### src/rtl/lcd_timing_decoder.sv
// Receive-side LCD timing decoder: recovers pixel X/Y, sync totals and geometry lock from HS/VS/DE.
// Optional sticky error status (err_clr/err_status) is built when LCD_TIMING_DEC_STICKY_ERR_EN is defined.
module lcd_timing_decoder #(
  parameter logic [10:0] H_VALID     = 11'd800,
  parameter logic [10:0] V_VALID     = 11'd480,
  parameter logic        HS_POL      = 1'b1,
  parameter logic        VS_POL      = 1'b1,
  parameter logic [3:0]  LOCK_FRAMES = 4'd2
) (
  input  logic        lcd_clk,
  input  logic        sys_rst_n,
  input  logic        lcd_hs,
  input  logic        lcd_vs,
  input  logic        lcd_de,
`ifdef LCD_TIMING_DEC_STICKY_ERR_EN
  input  logic        err_clr,
  output logic [1:0]  err_status,
`endif
  output logic        pix_valid,
  output logic [10:0] pixel_xpos,
  output logic [10:0] pixel_ypos,
  output logic        frame_start,
  output logic [11:0] h_total_meas,
  output logic [10:0] v_total_meas,
  output logic        err_hact,
  output logic        err_vact,
  output logic        locked
);

  typedef enum logic [1:0] {
    ST_HUNT   = 2'd0,
    ST_COUNT  = 2'd1,
    ST_LOCKED = 2'd2
  } lock_state_t;

  function automatic logic [10:0] sat_inc11(input logic [10:0] v);
    sat_inc11 = (v == 11'h7FF) ? v : v + 11'd1;
  endfunction

  function automatic logic [11:0] sat_inc12(input logic [11:0] v);
    sat_inc12 = (v == 12'hFFF) ? v : v + 12'd1;
  endfunction

  logic        hs_a;
  logic        vs_a;
  logic        hs_a_d_reg;
  logic        vs_a_d_reg;
  logic        de_d_reg;
  logic        hs_edge;
  logic        vs_edge;
  logic        de_fall;

  logic [10:0] x_cnt_reg;
  logic [10:0] y_cnt_reg;
  logic [10:0] act_lines_reg;
  logic [10:0] v_cnt_reg;
  logic [11:0] h_cnt_reg;
  logic        first_vs_reg;
  logic        meas_valid_reg;
  logic        frame_dirty_reg;

  logic [10:0] act_lines_next;
  logic        err_hact_next;
  logic        err_vact_next;
  logic        frame_clean;

  lock_state_t state_reg;
  logic [3:0]  good_cnt_reg;
  logic [4:0]  good_inc;

  assign hs_a    = (lcd_hs == HS_POL);
  assign vs_a    = (lcd_vs == VS_POL);
  assign hs_edge = hs_a & ~hs_a_d_reg;
  assign vs_edge = vs_a & ~vs_a_d_reg;
  assign de_fall = ~lcd_de & de_d_reg;

  // A line ending on the VSYNC edge still belongs to the frame being closed.
  assign act_lines_next = de_fall ? sat_inc11(act_lines_reg) : act_lines_reg;

  // Errors are only meaningful once a frame boundary has been seen since reset.
  assign err_hact_next  = de_fall & first_vs_reg & (x_cnt_reg != H_VALID);
  assign err_vact_next  = vs_edge & first_vs_reg & (act_lines_next != V_VALID);

  // The first full frame has no earlier full-frame total to compare against.
  assign frame_clean = first_vs_reg & ~frame_dirty_reg & ~err_hact_next
                     & (act_lines_next == V_VALID)
                     & (~meas_valid_reg | (v_cnt_reg == v_total_meas));

  assign good_inc = {1'b0, good_cnt_reg} + 5'd1;

  always_ff @(posedge lcd_clk or negedge sys_rst_n) begin
    if (!sys_rst_n) begin
      hs_a_d_reg <= 1'b0;
      vs_a_d_reg <= 1'b0;
      de_d_reg   <= 1'b0;
    end else begin
      hs_a_d_reg <= hs_a;
      vs_a_d_reg <= vs_a;
      de_d_reg   <= lcd_de;
    end
  end

  always_ff @(posedge lcd_clk or negedge sys_rst_n) begin
    if (!sys_rst_n) begin
      pix_valid  <= 1'b0;
      pixel_xpos <= 11'd0;
      pixel_ypos <= 11'd0;
      x_cnt_reg  <= 11'd0;
    end else if (lcd_de) begin
      pix_valid  <= 1'b1;
      pixel_xpos <= hs_edge ? 11'd0 : x_cnt_reg;
      pixel_ypos <= y_cnt_reg;
      x_cnt_reg  <= hs_edge ? 11'd1 : sat_inc11(x_cnt_reg);
    end else begin
      pix_valid <= 1'b0;
      if (de_fall || hs_edge) begin
        x_cnt_reg <= 11'd0;
      end
    end
  end

  always_ff @(posedge lcd_clk or negedge sys_rst_n) begin
    if (!sys_rst_n) begin
      y_cnt_reg     <= 11'd0;
      act_lines_reg <= 11'd0;
    end else if (vs_edge) begin
      y_cnt_reg     <= 11'd0;
      act_lines_reg <= 11'd0;
    end else if (de_fall) begin
      y_cnt_reg     <= sat_inc11(y_cnt_reg);
      act_lines_reg <= sat_inc11(act_lines_reg);
    end
  end

  always_ff @(posedge lcd_clk or negedge sys_rst_n) begin
    if (!sys_rst_n) begin
      h_cnt_reg    <= 12'd0;
      h_total_meas <= 12'd0;
    end else if (hs_edge) begin
      h_total_meas <= sat_inc12(h_cnt_reg);
      h_cnt_reg    <= 12'd0;
    end else begin
      h_cnt_reg <= sat_inc12(h_cnt_reg);
    end
  end

  // An HSYNC coinciding with VSYNC is the first line of the new frame.
  always_ff @(posedge lcd_clk or negedge sys_rst_n) begin
    if (!sys_rst_n) begin
      v_cnt_reg    <= 11'd0;
      v_total_meas <= 11'd0;
    end else if (vs_edge) begin
      v_total_meas <= v_cnt_reg;
      v_cnt_reg    <= hs_edge ? 11'd1 : 11'd0;
    end else if (hs_edge) begin
      v_cnt_reg <= sat_inc11(v_cnt_reg);
    end
  end

  always_ff @(posedge lcd_clk or negedge sys_rst_n) begin
    if (!sys_rst_n) begin
      frame_start     <= 1'b0;
      err_hact        <= 1'b0;
      err_vact        <= 1'b0;
      first_vs_reg    <= 1'b0;
      meas_valid_reg  <= 1'b0;
      frame_dirty_reg <= 1'b0;
    end else begin
      frame_start     <= vs_edge;
      err_hact        <= err_hact_next;
      err_vact        <= err_vact_next;
      first_vs_reg    <= first_vs_reg | vs_edge;
      meas_valid_reg  <= meas_valid_reg | (vs_edge & first_vs_reg);
      frame_dirty_reg <= vs_edge ? 1'b0 : (frame_dirty_reg | err_hact_next);
    end
  end

  always_ff @(posedge lcd_clk or negedge sys_rst_n) begin
    if (!sys_rst_n) begin
      state_reg    <= ST_HUNT;
      good_cnt_reg <= 4'd0;
      locked       <= 1'b0;
    end else if (vs_edge) begin
      case (state_reg)
        ST_HUNT: begin
          if (frame_clean) begin
            good_cnt_reg <= 4'd1;
            if (LOCK_FRAMES <= 4'd1) begin
              state_reg <= ST_LOCKED;
              locked    <= 1'b1;
            end else begin
              state_reg <= ST_COUNT;
              locked    <= 1'b0;
            end
          end else begin
            good_cnt_reg <= 4'd0;
            locked       <= 1'b0;
          end
        end
        ST_COUNT: begin
          if (frame_clean) begin
            good_cnt_reg <= good_inc[3:0];
            if (good_inc >= {1'b0, LOCK_FRAMES}) begin
              state_reg <= ST_LOCKED;
              locked    <= 1'b1;
            end
          end else begin
            state_reg    <= ST_HUNT;
            good_cnt_reg <= 4'd0;
            locked       <= 1'b0;
          end
        end
        ST_LOCKED: begin
          if (!frame_clean) begin
            state_reg    <= ST_HUNT;
            good_cnt_reg <= 4'd0;
            locked       <= 1'b0;
          end
        end
        default: begin
          state_reg    <= ST_HUNT;
          good_cnt_reg <= 4'd0;
          locked       <= 1'b0;
        end
      endcase
    end
  end

`ifdef LCD_TIMING_DEC_STICKY_ERR_EN
  // A new pulse takes priority over a clear arriving in the same cycle.
  always_ff @(posedge lcd_clk or negedge sys_rst_n) begin
    if (!sys_rst_n) begin
      err_status <= 2'b00;
    end else begin
      err_status[0] <= err_hact | (err_status[0] & ~err_clr);
      err_status[1] <= err_vact | (err_status[1] & ~err_clr);
    end
  end
`endif

endmodule

### config.mk
export PLATFORM = sky130hd
export DESIGN_NAME = lcd_timing_decoder
export DESIGN_NICKNAME = d
export VERILOG_FILES = /design/src/rtl/lcd_timing_decoder.sv
export SDC_FILE = /design/constraint.sdc
export NUM_CORES = 1
export LEC_CHECK = 0
export ABC_AREA = 1
export CAP_MARGIN = 30
export CORE_MARGIN = 10
export CORE_UTILIZATION = 43
export CTS_CLUSTER_DIAMETER = 60
export DETAILED_ROUTE_END_ITERATION = 16
export PLACE_DENSITY_LB_ADDON = 0.25
export SYNTH_ARGS = -nofsm -noshare
export SYNTH_HDL_FRONTEND = slang
export SYNTH_SLANG_ARGS = --single-unit
### constraint.sdc
create_clock -name lcd_clk -period 4.5 [get_ports lcd_clk]
set_input_delay 0.45 -clock lcd_clk [delete_from_list [all_inputs] [get_ports lcd_clk]]
set_output_delay 0.45 -clock lcd_clk [all_outputs]
set_load 0.1 [all_outputs]
==> qor.txt <==
=====================================================================================================
Final worst slack                                                                             1.85 ns
Final hold violation count                                                                          0
Core area                                                                                  0.0127 mm2
Data arrival at the endpoint of the critical path                                             3.01 ns
Largest driver fanout on the critical path                                                         33
Clock latency of the later-clocked register in the worst-skew pair                            0.42 ns
GRT overflow                                                                                        0
Multiplexer fraction of the synthesized cell area                                              0.177%
Antenna violations before repair                                                                    0
Relative contribution of the clock network to total power                                       45.6%
Post-layout min period                                                                        2.65 ns
Endpoint of the worst-slack reg-to-reg timing path                                       x_cnt_reg[9]$_DFFE_PN0P_
Tightest slew margin relative to the limit                                                      33.9%
Die span in x                                                                                  135 um
Maximum number of pins on one net before global-route repair                                       58
Row Count                                                                                          41
Number of global-route vias before repair                                                        4637
Worst slack, placed                                                                           1.44 ns
Type of the tightest min-delay check                                                         in2async
Area Overhead vs Synth                                                                          24.2%
Number of buffers inserted to repair setup after CTS                                                0
Root buffer cell                                                                         sky130_fd_sc_hd__clkbuf_16
Fin nets                                                                                          759
Synthesized-area fraction occupied by ao, oa, aoi and oai cells                                 10.0%
IO Port Bufs                                                                                       54
Max frequency                                                                                 378 MHz
Final ANT Viol Nets                                                                                 0
Final setup violation count                                                                         0
Clock tree from TritonCTS                                                                        done
Most common flop cell mapped by yosys                                                    sky130_fd_sc_hd__dfrtp_1
Max Slew Vio Count                                                                                  0
Leak pwr                                                                                      3.18 nW
Number of enable-type register cells in the synthesized netlist                                     0
Transition time at the pin with the least slew margin                                        0.988 ns
Worst supply voltage drop on vdd                                                           0.000305 V
Seq pwr share                                                                                   38.3%
Worst R2R Setup Slack                                                                         2.16 ns
Routed wirelength normalized by instance count                                                13.3 um
Cell accounting for the most synthesized area                                            sky130_fd_sc_hd__dfrtp_1
Skew final                                                                                 0.00703 ns
Residual DRC count                                                                                  0
Die ar.                                                                                    0.0181 mm2
Avg Inst Size Synth                                                                          8.29 um2
Power density relative to cell area                                                        431 mW/mm2
Fraction of layout instances using a drive strength above 1                                     8.70%
Last weighted congestion value of the routability-driven placer                                 0.878
Sum Neg Setup Slack                                                                              0 ns
Number of resized instances in the post-cts repair step                                             0
Share of flip-flops with an asynchronous set or reset after synthesis                            100%
Post-synthesis cell count                                                                         682
Final cycle utilization of the critical path                                                    58.8%
Post-synthesis instance area                                                              0.00565 mm2
Max Cap Viol                                                                                        0
Total number of clock tree sinks                                                                  117
Status                                                                                   complete, no violations
Xor/xnor cell area share of the yosys netlist                                                   3.72%
Dominant combinational cell family by area after synthesis                               simple AND/OR/NAND/NOR gates
Count of state elements after synthesis                                                           117
Antenna diode instance count                                                                        0
CTS HTree Levels                                                                                    4
Critical Path Sink Type                                                                          flop
Simple-gate area share of the yosys netlist                                                     25.8%
Global-route wire length before repair                                                        21.4 mm
Clock-pin slew on the worst setup and hold paths                                              0.05 ns
Total length of routed wires                                                                  12.4 mm
Total half-perimeter wirelength after legalization and detailed placement                     8.93 mm
Depth of the most critical reg-to-reg path                                                         10
Synthesis Warnings                                                                                  0
Count of hold-fix buffers inserted at cts                                                           0
Required time of the critical path                                                            4.86 ns
Cell Int Power                                                                              0.00214 W
Overall global routing resource usage                                                           14.5%
Area share of the leading cell type in the synthesized netlist                                  51.8%
Cell Count, Final, Fillers Out                                                                    931
Register area share after synthesis                                                             51.8%
Cell variety after synth                                                                           38
Fraction of power spent switching nets                                                          29.1%
IO Pins                                                                                            55
Post-synthesis share of cell area spent on full adders, half adders and majority gates          1.77%
Routed via count                                                                                 4685
Synthesized net count                                                                             695
Combinational share of power                                                                    16.1%
Initial standard-cell utilization of the core                                                   44.4%
Number of DRC markers after the initial detailed-route iteration                                  370
Number of buffers added by the clock tree synthesis step                                           17
Leading post-synthesis cells by cell area                                                sky130_fd_sc_hd__dfrtp_1 52%, sky130_fd_sc_hd__nand2_1 11%, sky130_fd_sc_hd__inv_1 5.3%, sky130_fd_sc_hd__o21ai_0 5.0%, sky130_fd_sc_hd__nor2_1 4.6%
Die Y-Extent                                                                                   135 um
Worst Setup Start Kind                                                                   primary input
Detailed-route vias per instance                                                                 5.03
Drt first pass iters                                                                                6
Total net switching power                                                                  0.000881 W
Type of the worst setup path                                                                   in2reg
Post-placement cell count                                                                         899
RR Startpoint                                                                            hs_a_d_reg$_DFF_PN0_
Setup repair after global routing missed its margin                                             false
CTS max path bufs                                                                                   2
=====================================================================================================
==> cell type report <==
| cell class | count | area (um2) |
|---|---|---|
| fill | 1219 | 5700 |
| sequential | 117 | 2930 |
| multi-input combinational | 467 | 2350 |
| timing repair buffer | 59 | 596 |
| clock buffer | 25 | 526 |
| inverter | 84 | 315 |
| tap | 172 | 215 |
| clock inverter | 7 | 91.3 |
==> critical path: stages <==
cell and delay (ns):
sky130_fd_sc_hd__clkdlybuf4s50_1 0.53, sky130_fd_sc_hd__inv_2 0.44, sky130_fd_sc_hd__nand2_4 0.14, sky130_fd_sc_hd__inv_2 0.26
sky130_fd_sc_hd__nand2_1 0.11, sky130_fd_sc_hd__o21bai_1 0.19, sky130_fd_sc_hd__nand2_2 0.10, sky130_fd_sc_hd__nor2_2 0.07
sky130_fd_sc_hd__nand2_1 0.06, sky130_fd_sc_hd__nor2_2 0.13, sky130_fd_sc_hd__nand2_1 0.08, sky130_fd_sc_hd__nor2_2 0.17
sky130_fd_sc_hd__nand3_2 0.09, sky130_fd_sc_hd__nand2_2 0.09, sky130_fd_sc_hd__nand2_1 0.05, sky130_fd_sc_hd__nand2_1 0.05
==> synthesized netlist by cell type, types with 3 or more instances <==
cell type	number
sky130_fd_sc_hd__nor2_2	8
sky130_fd_sc_hd__nand2_1	167
sky130_fd_sc_hd__a21oi_1	28
sky130_fd_sc_hd__inv_2	4
sky130_fd_sc_hd__clkbuf_1	12
sky130_fd_sc_hd__nor3_2	3
sky130_fd_sc_hd__nand2_2	5
sky130_fd_sc_hd__o21a_1	3
sky130_fd_sc_hd__xor2_1	9
sky130_fd_sc_hd__o21ai_0	57
sky130_fd_sc_hd__ha_1	8
sky130_fd_sc_hd__inv_1	80
sky130_fd_sc_hd__xnor2_1	15
sky130_fd_sc_hd__nor3_1	13
sky130_fd_sc_hd__nand3_1	43
sky130_fd_sc_hd__nand4_1	11
sky130_fd_sc_hd__a31oi_1	3
sky130_fd_sc_hd__o31ai_1	5
sky130_fd_sc_hd__dfrtp_1	117
sky130_fd_sc_hd__nor2_1	69
==> worst max path at each step <==
stage,start,to,slack [ns],cells after the start
after global routing,lcd_de,good_cnt_reg[1]$_DFFE_PN0P_,1.60,16
final,lcd_de,state_reg[0]$_DFFE_PN0P_,1.85,16
after floorplan,de_d_reg$_DFF_PN0_,locked$_DFFE_PN0P_,2.19,13
after global placement,lcd_de,good_cnt_reg[2]$_DFFE_PN0P_,1.55,16
after CTS,lcd_de,locked$_DFFE_PN0P_,1.85,16
after detailed placement,lcd_de,locked$_DFFE_PN0P_,1.44,16
==> power groups by stage <==
stage,registers (W),logic [W],clock network [W]
2_1_floorplan,0.00138,0.000144,0
3_3_place_gp,0.00117,0.000483,0
3_5_place_dp,0.00118,0.000492,0
4_1_cts,0.00116,0.000494,0.00141
5_1_grt,0.00117,0.000523,0.00146
6_report,0.00116,0.000486,0.00138
==> stage by stage <==
stage               hold WS (ns)  util, %  power (W)  cell area (um2)
floorplan                  0.154        -    0.00153             5650
global placement           0.447     50.1    0.00166             6370
detailed placement         0.454     50.3    0.00167             6400
CTS                       0.0172     55.2    0.00306             7020
global route              0.0369     55.2    0.00315             7020
finish                    0.0188     55.2    0.00302             7020
==> layer usage <==
metal	global-route usage (%)	vias up	wire [um]
met5	0	-	0
met3	4.97	22	779
li1	-	2329	-
met4	6.35	0	155
met2	23.2	111	5920
met1	17.2	2223	5550
==> kinds of logic (layout without fill, tap and decap cells) <==
family                   after synthesis  count (layout)
flip-flops                           117             117
AND/OR/NAND/NOR                      330             330
buffers and inverters                 98             175
multiplexers                           1               1
AO/OA/AOI/OAI                        104             104
XOR/XNOR                              24              24
adder cells (fa/ha/maj)                8               8
==> cell usage in the layout (no fill, tap or decap), types with 4 or more instances in the layout <==
cell type | Yosys | final
sky130_fd_sc_hd__nand2_1 | 167 | 167
sky130_fd_sc_hd__dfrtp_1 | 117 | 117
sky130_fd_sc_hd__inv_1 | 80 | 80
sky130_fd_sc_hd__nor2_1 | 69 | 69
sky130_fd_sc_hd__o21ai_0 | 57 | 57
sky130_fd_sc_hd__clkdlybuf4s50_1 | 0 | 53
sky130_fd_sc_hd__nand3_1 | 43 | 43
sky130_fd_sc_hd__a21oi_1 | 28 | 28
sky130_fd_sc_hd__clkbuf_16 | 0 | 17
sky130_fd_sc_hd__xnor2_1 | 15 | 15
sky130_fd_sc_hd__nor3_1 | 13 | 13
sky130_fd_sc_hd__nand4_1 | 11 | 11
sky130_fd_sc_hd__xor2_1 | 9 | 9
sky130_fd_sc_hd__nor2_2 | 8 | 8
sky130_fd_sc_hd__ha_1 | 8 | 8
sky130_fd_sc_hd__clkbuf_8 | 0 | 7
sky130_fd_sc_hd__nand2_2 | 5 | 5
sky130_fd_sc_hd__o31ai_1 | 5 | 5
sky130_fd_sc_hd__buf_4 | 0 | 5
sky130_fd_sc_hd__inv_2 | 4 | 4
No activity file was read; power rests on OpenSTA's default activity.
==> RTL edit 1: new RTL, same flow settings <==
Re-encode `lock_state_t` (3 states) as one-hot, 3 bits wide.
--- a/src/rtl/lcd_timing_decoder.sv
+++ b/src/rtl/lcd_timing_decoder.sv
@@ -27,10 +27,10 @@
   output logic        locked
 );
 
-  typedef enum logic [1:0] {
-    ST_HUNT   = 2'd0,
-    ST_COUNT  = 2'd1,
-    ST_LOCKED = 2'd2
+  typedef enum logic [2:0] {
+    ST_HUNT   = 3'b001,
+    ST_COUNT  = 3'b010,
+    ST_LOCKED = 3'b100
   } lock_state_t;
 
   function automatic logic [10:0] sat_inc11(input logic [10:0] v);
Function: no difference found for any inputs over 4 cycles, from zero or initial values and one cycle with sys_rst_n low; so few cycles prove little.
==> RTL edit 1 against the unedited design <==
  * Synthesized area up 3.1%
  * Cell area up 2.2%
  * Wire length up 6.4%
  * Fmax down 4.5%
  * Final cell count up 3.5%
  * Power up 6.8%
  * Via count up 2.3%
  * Sequential cell count up 1
  * Sequential share of layout area down 0.51 points
  * Worst setup slack worse by 0.13 ns
  * Register-to-register slack worse by 0.27 ns
  * Count of clock-buffer cells in the layout down 8
  * Largest cell class unchanged
==> RTL edit 1: results (changes against the unedited design) <==
clock_tree:
  cts.clk_slew.worst_paths_ns: 0.06
  insertion_delay_ns: 0.42  # about the same
  numCtsBuffers: 17  # unchanged
  clockBufferDepth: 2  # unchanged
  post-cts-setup-buffer-count: 0  # unchanged
  root_buffer: "clkbuf_16"
  htree_levels: 4  # unchanged
worst_setup_path:
  setup.worst_path.start: "lcd_hs"
  rrSetupSlack_ns: 1.89  # -0.27 ns
  crit_fanout: 25  # -24%
  r2r_start: "hs_a_d_reg"
  crit_arrival_ns: 3.08  # +0.07 ns
  reg2reg_depth: 10  # unchanged
layout:
  drive_gt1_frac: 0.0914  # +0.00441
  nets: 788  # +3.8%
  diodes: 0  # unchanged
  fillers: 1273  # +4.4%
logic_synthesis:
  synth.distinct_cells: 44  # +16%
  synth.top_cells.by_count: "nand2_1, dfrtp_1, inv_1, nor2_1, o21ai_0"
  ys_warn_count: 0  # unchanged
  ys_seq_area_frac: 0.507  # -0.0112
  ys_top_cells_by_area: "dfrtp_1, nand2_1, inv_1, nor2_1, o21ai_0"
  synthArstFlopShare: 1.00  # unchanged
  syn_area_per_cell_sq_um: 8.15  # -1.6%
  syn_nets: 728  # +4.7%
flow_run:
  drv_cap: 0  # unchanged
drt:
  via_per_inst: 4.97  # -1.2%
  drt-initial-drc-count: 248  # -33%
  routed_wl_um: 13200  # +6.4%
  routed-via-count: 4794  # +2.3%
  first_pass_iters: 4  # -2
place:
  place.port_buffers: 54  # unchanged
  dp_hpwl_um: 9310  # +4.2%
  place_area_sq_mm: 0.00653  # +2.0%
  place.gp.congestion: 0.899  # +2.4%
  dp_slack_ns: 1.31  # -0.134 ns
  dp_cells: 931  # +3.6%
global_routing:
  groute.usage.overall: 0.151  # +0.00623
  grt_pass1_vias: 4736  # +2.1%
  grt_max_degree: 53  # -8.6%
  grt_pass1_wl_um: 22600  # +5.6%
  antenna_found_initial: 0  # unchanged
sta:
  worst_clock_skew_ns: 0.00685  # -0.000178 ns
  relSlewSlack: 0.343  # +0.00405
  setup_slack_ns: 1.73  # -0.126 ns
power_and_ir_drop:
  p_leak_nw: 3.45  # +8.6%
  vdd_ir_drop_max_mv: 0.330  # +8.1%
min_path:
  hold_path.class: "reg -> reg"
  worstHoldStart: "pixel_ypos[9]"
  holdPathStages: 2
run_status:
  status: "complete, no violations"
==> RTL edit 1: logic make-up (layout without fill, tap and decap cells) <==
logic type,after synthesis,after routing,share of synthesized area
AOI/OAI and AO/OA,92,92,0.0861
DFF,118,118,0.507
buffers and inverters,110,183,0.0736
and+or+nand+nor,365,365,0.283
muxes,1,1,0.00172
xor gates and xnor gates,21,21,0.0316
adders and majority gates,8,8,0.0172
==> RTL edit 1: final timing paths <==
path,to
setup / recovery,v_cnt_reg[9]
hold / removal,pixel_ypos[9]
setup reg to reg,v_cnt_reg[9]
hold reg to reg,pixel_ypos[9]
max in group asynchronous,act_lines_reg[2]
min in group asynchronous,h_cnt_reg[4]
==> RTL edit 1: power by group <==
part	internal (mW)	leakage (nW)	switching, mW
logic	0.144	1.57	0.440
clock network	0.927	0.295	0.514
registers	1.14	1.59	0.0644
==> RTL edit 1: timing repair <==
| action | CTS | global route |
|---|---|---|
| hold endpoints to repair | 32 | 0 |
| resized for setup | 0 | 0 |
| hold buffers | 1 | 0 |
==> RTL edit 1: cell type report <==
| class | count | area [sq um] | share of cell area |
|---|---|---|---|
| multi-input combinational | 487 | 2450 | 0.341 |
| clock inverter | 15 | 204 | 0.0284 |
| inverter | 93 | 350 | 0.0489 |
| sequential | 118 | 2950 | 0.412 |
| tap | 176 | 220 | 0.0307 |
| timing repair buffer | 58 | 571 | 0.0796 |
| clock buffer | 17 | 425 | 0.0593 |
==> RTL edit 1: per-layer routing <==
metal  global-route usage  up-vias  wire length, um
li1                     -     2407                -
met2                0.232       98             6160
met4               0.0651        0              267
met3               0.0531       20              727
met1                0.188     2269             6040
met5                    0        -                0
==> RTL edit 1: critical path: stages <==
cell and delay, ns:
clkdlybuf4s50_1 0.49, inv_1 0.07, nor2_4 0.32, inv_1 0.44, a21oi_1 0.38, nor2_2 0.12, nor2_1 0.18, nand2_1 0.11
nor3_1 0.28, nand3_1 0.11, nand2_1 0.08, nor2_1 0.05
==> RTL edit 1: stage by stage <==
stage	hold slack, ns	total power, mW
after floorplan	0.154	1.65
after global placement	0.421	1.79
after detailed placement	0.428	1.81
after CTS	0.484	3.26
after global routing	0.498	3.37
final	0.478	3.23
==> RTL edit 2: new RTL, config.mk and constraints unchanged <==
Without the edit above. `H_VALID`: 11'd800 -> 11'd400.
--- a/src/rtl/lcd_timing_decoder.sv
+++ b/src/rtl/lcd_timing_decoder.sv
@@ -1,7 +1,7 @@
 // Receive-side LCD timing decoder: recovers pixel X/Y, sync totals and geometry lock from HS/VS/DE.
 // Optional sticky error status (err_clr/err_status) is built when LCD_TIMING_DEC_STICKY_ERR_EN is defined.
 module lcd_timing_decoder #(
-  parameter logic [10:0] H_VALID     = 11'd800,
+  parameter logic [10:0] H_VALID     = 11'd400,
   parameter logic [10:0] V_VALID     = 11'd480,
   parameter logic        HS_POL      = 1'b1,
   parameter logic        VS_POL      = 1'b1,
Behaviour: same outputs for any inputs over 4 cycles, from zero or initial values and one cycle with sys_rst_n low; that may be too few to reach the edited logic, so the function may still have changed.
==> RTL edit 2 against the unedited design <==
  * Power fell by 0.50%
  * Critical endpoint is now state_reg[1]
  * Worst setup slack improved by 0.11 ns
  * Count of clock-buffer cells in the layout fell by 2
  * Die area fell by 0.43%
  * Core utilization fell by 0.28 points
  * Largest cell class unchanged
  * Cell area fell by 0.50%
  * Synthesized cell count rose by 0.59%
  * Fmax rose by 4.2%
  * Synthesized area fell by 0.51%
  * Sequential cell count did not move
  * First-iteration DRC count fell by 7.3%
  * Wire length rose by 3.9%
==> RTL edit 2: results (changes against the unedited design) <==
drt:
  route.met3.wl_um: 680  # -13%
  routed-via-count: 4693  # +0.17%
  dr_wl_met2_um: 6230  # +5.3%
  routed_wl_um: 12900  # +3.9%
  wl_met1_um: 5730  # +3.1%
  drt-initial-drc-count: 343  # -7.3%
  first_pass_iters: 5  # -1
power_and_ir_drop:
  p_leak_nw: 3.20  # +0.53%
  power_mw: 3.01  # -0.50%
  intPower_mw: 2.13  # -0.48%
  vdd_ir_drop_max_mv: 0.236  # -23%
worst_setup_path:
  reg2reg_to: "x_cnt_reg[3]"
  rrSetupSlack_ns: 2.22  # +0.06 ns
  crit_arrival_ns: 2.84  # -0.17 ns
  cp_slowest_stage_delay_ns: 0.50  # -0.03 ns
  reg2reg_depth: 9  # -1
  r2r_start: "hs_a_d_reg"
place:
  dp_cells: 903  # +0.44%
  place_area_sq_mm: 0.00637  # -0.49%
  dp_slack_ns: 1.53  # +0.0911 ns
  place.gp.congestion: 0.919  # +4.7%
  dp_hpwl_um: 9230  # +3.3%
global_routing:
  grt_pass1_wl_um: 22500  # +4.9%
  grtUsageMet3: 0.0519  # +0.00220
  met1_usage: 0.188  # +0.0155
  groute.usage.overall: 0.153  # +0.00797
  grt_use_met2: 0.240  # +0.00799
  grt_max_degree: 57  # -1.7%
logic_synthesis:
  ys_seq_area_frac: 0.521  # +0.00265
  synth.top_cells.by_count: "nand2_1, dfrtp_1, inv_1, nor2_1, o21ai_0"
  ys_top_cells_by_area: "dfrtp_1, nand2_1, inv_1, nor2_1, o21ai_0"
  syn_nets: 699  # +0.58%
  synth_compound_area_frac: 0.0981  # -0.00238
  yosys.area_share.xor_xnor: 0.0374  # +0.000190
  synthCells: 686  # +0.59%
  synthAdderAreaFrac: 0.0178  # +0.0000906
  ys_warn_count: 0  # unchanged
sta:
  hold_ws_ns: 0.469  # +0.450 ns
  worst_clock_skew_ns: 0.00862  # +0.00159 ns
  relSlewSlack: 0.315  # -0.0243
clock_tree:
  postCtsHoldBufs: 1  # +1
  post_cts_resized: 0  # unchanged
  htree_levels: 4  # unchanged
  clockBufferDepth: 2  # unchanged
run_status:
  status: "complete, no violations"
layout:
  drive_gt1_frac: 0.0759  # -0.0110
  nets: 764  # +0.66%
  fillers: 1206  # -1.1%
RTL edit 2: changes by cell type after synthesis, sizes merged, moves of 3 or more:
cell / before / now
xor2: 9 / 13
nand2: 174 / 180
nor2: 78 / 85
nand3: 45 / 40
xnor2: 15 / 11
nor3: 16 / 13
RTL edit 2: cell type report:
class                   instances  area share
repair buffers                 59      0.0856
inverters                      85      0.0457
well taps                     172      0.0308
flip-flops and latches        117       0.419
clock inverters                 9      0.0179
multi-input cells             471       0.332
clock buffers                  23      0.0684
RTL edit 2: worst max-delay path by stage:
stage | startpoint | to | cells after the start | slack [ns]
3_3_place_gp | lcd_de | state_reg[1] | 15 | 1.61
3_5_place_dp | lcd_de | state_reg[1] | 15 | 1.53
4_1_cts | lcd_de | state_reg[1] | 15 | 1.98
5_1_grt | lcd_de | good_cnt_reg[3] | 16 | 1.65
2_1_floorplan | de_d_reg | locked | 12 | 2.19
6_report | lcd_de | state_reg[1] | 15 | 1.96
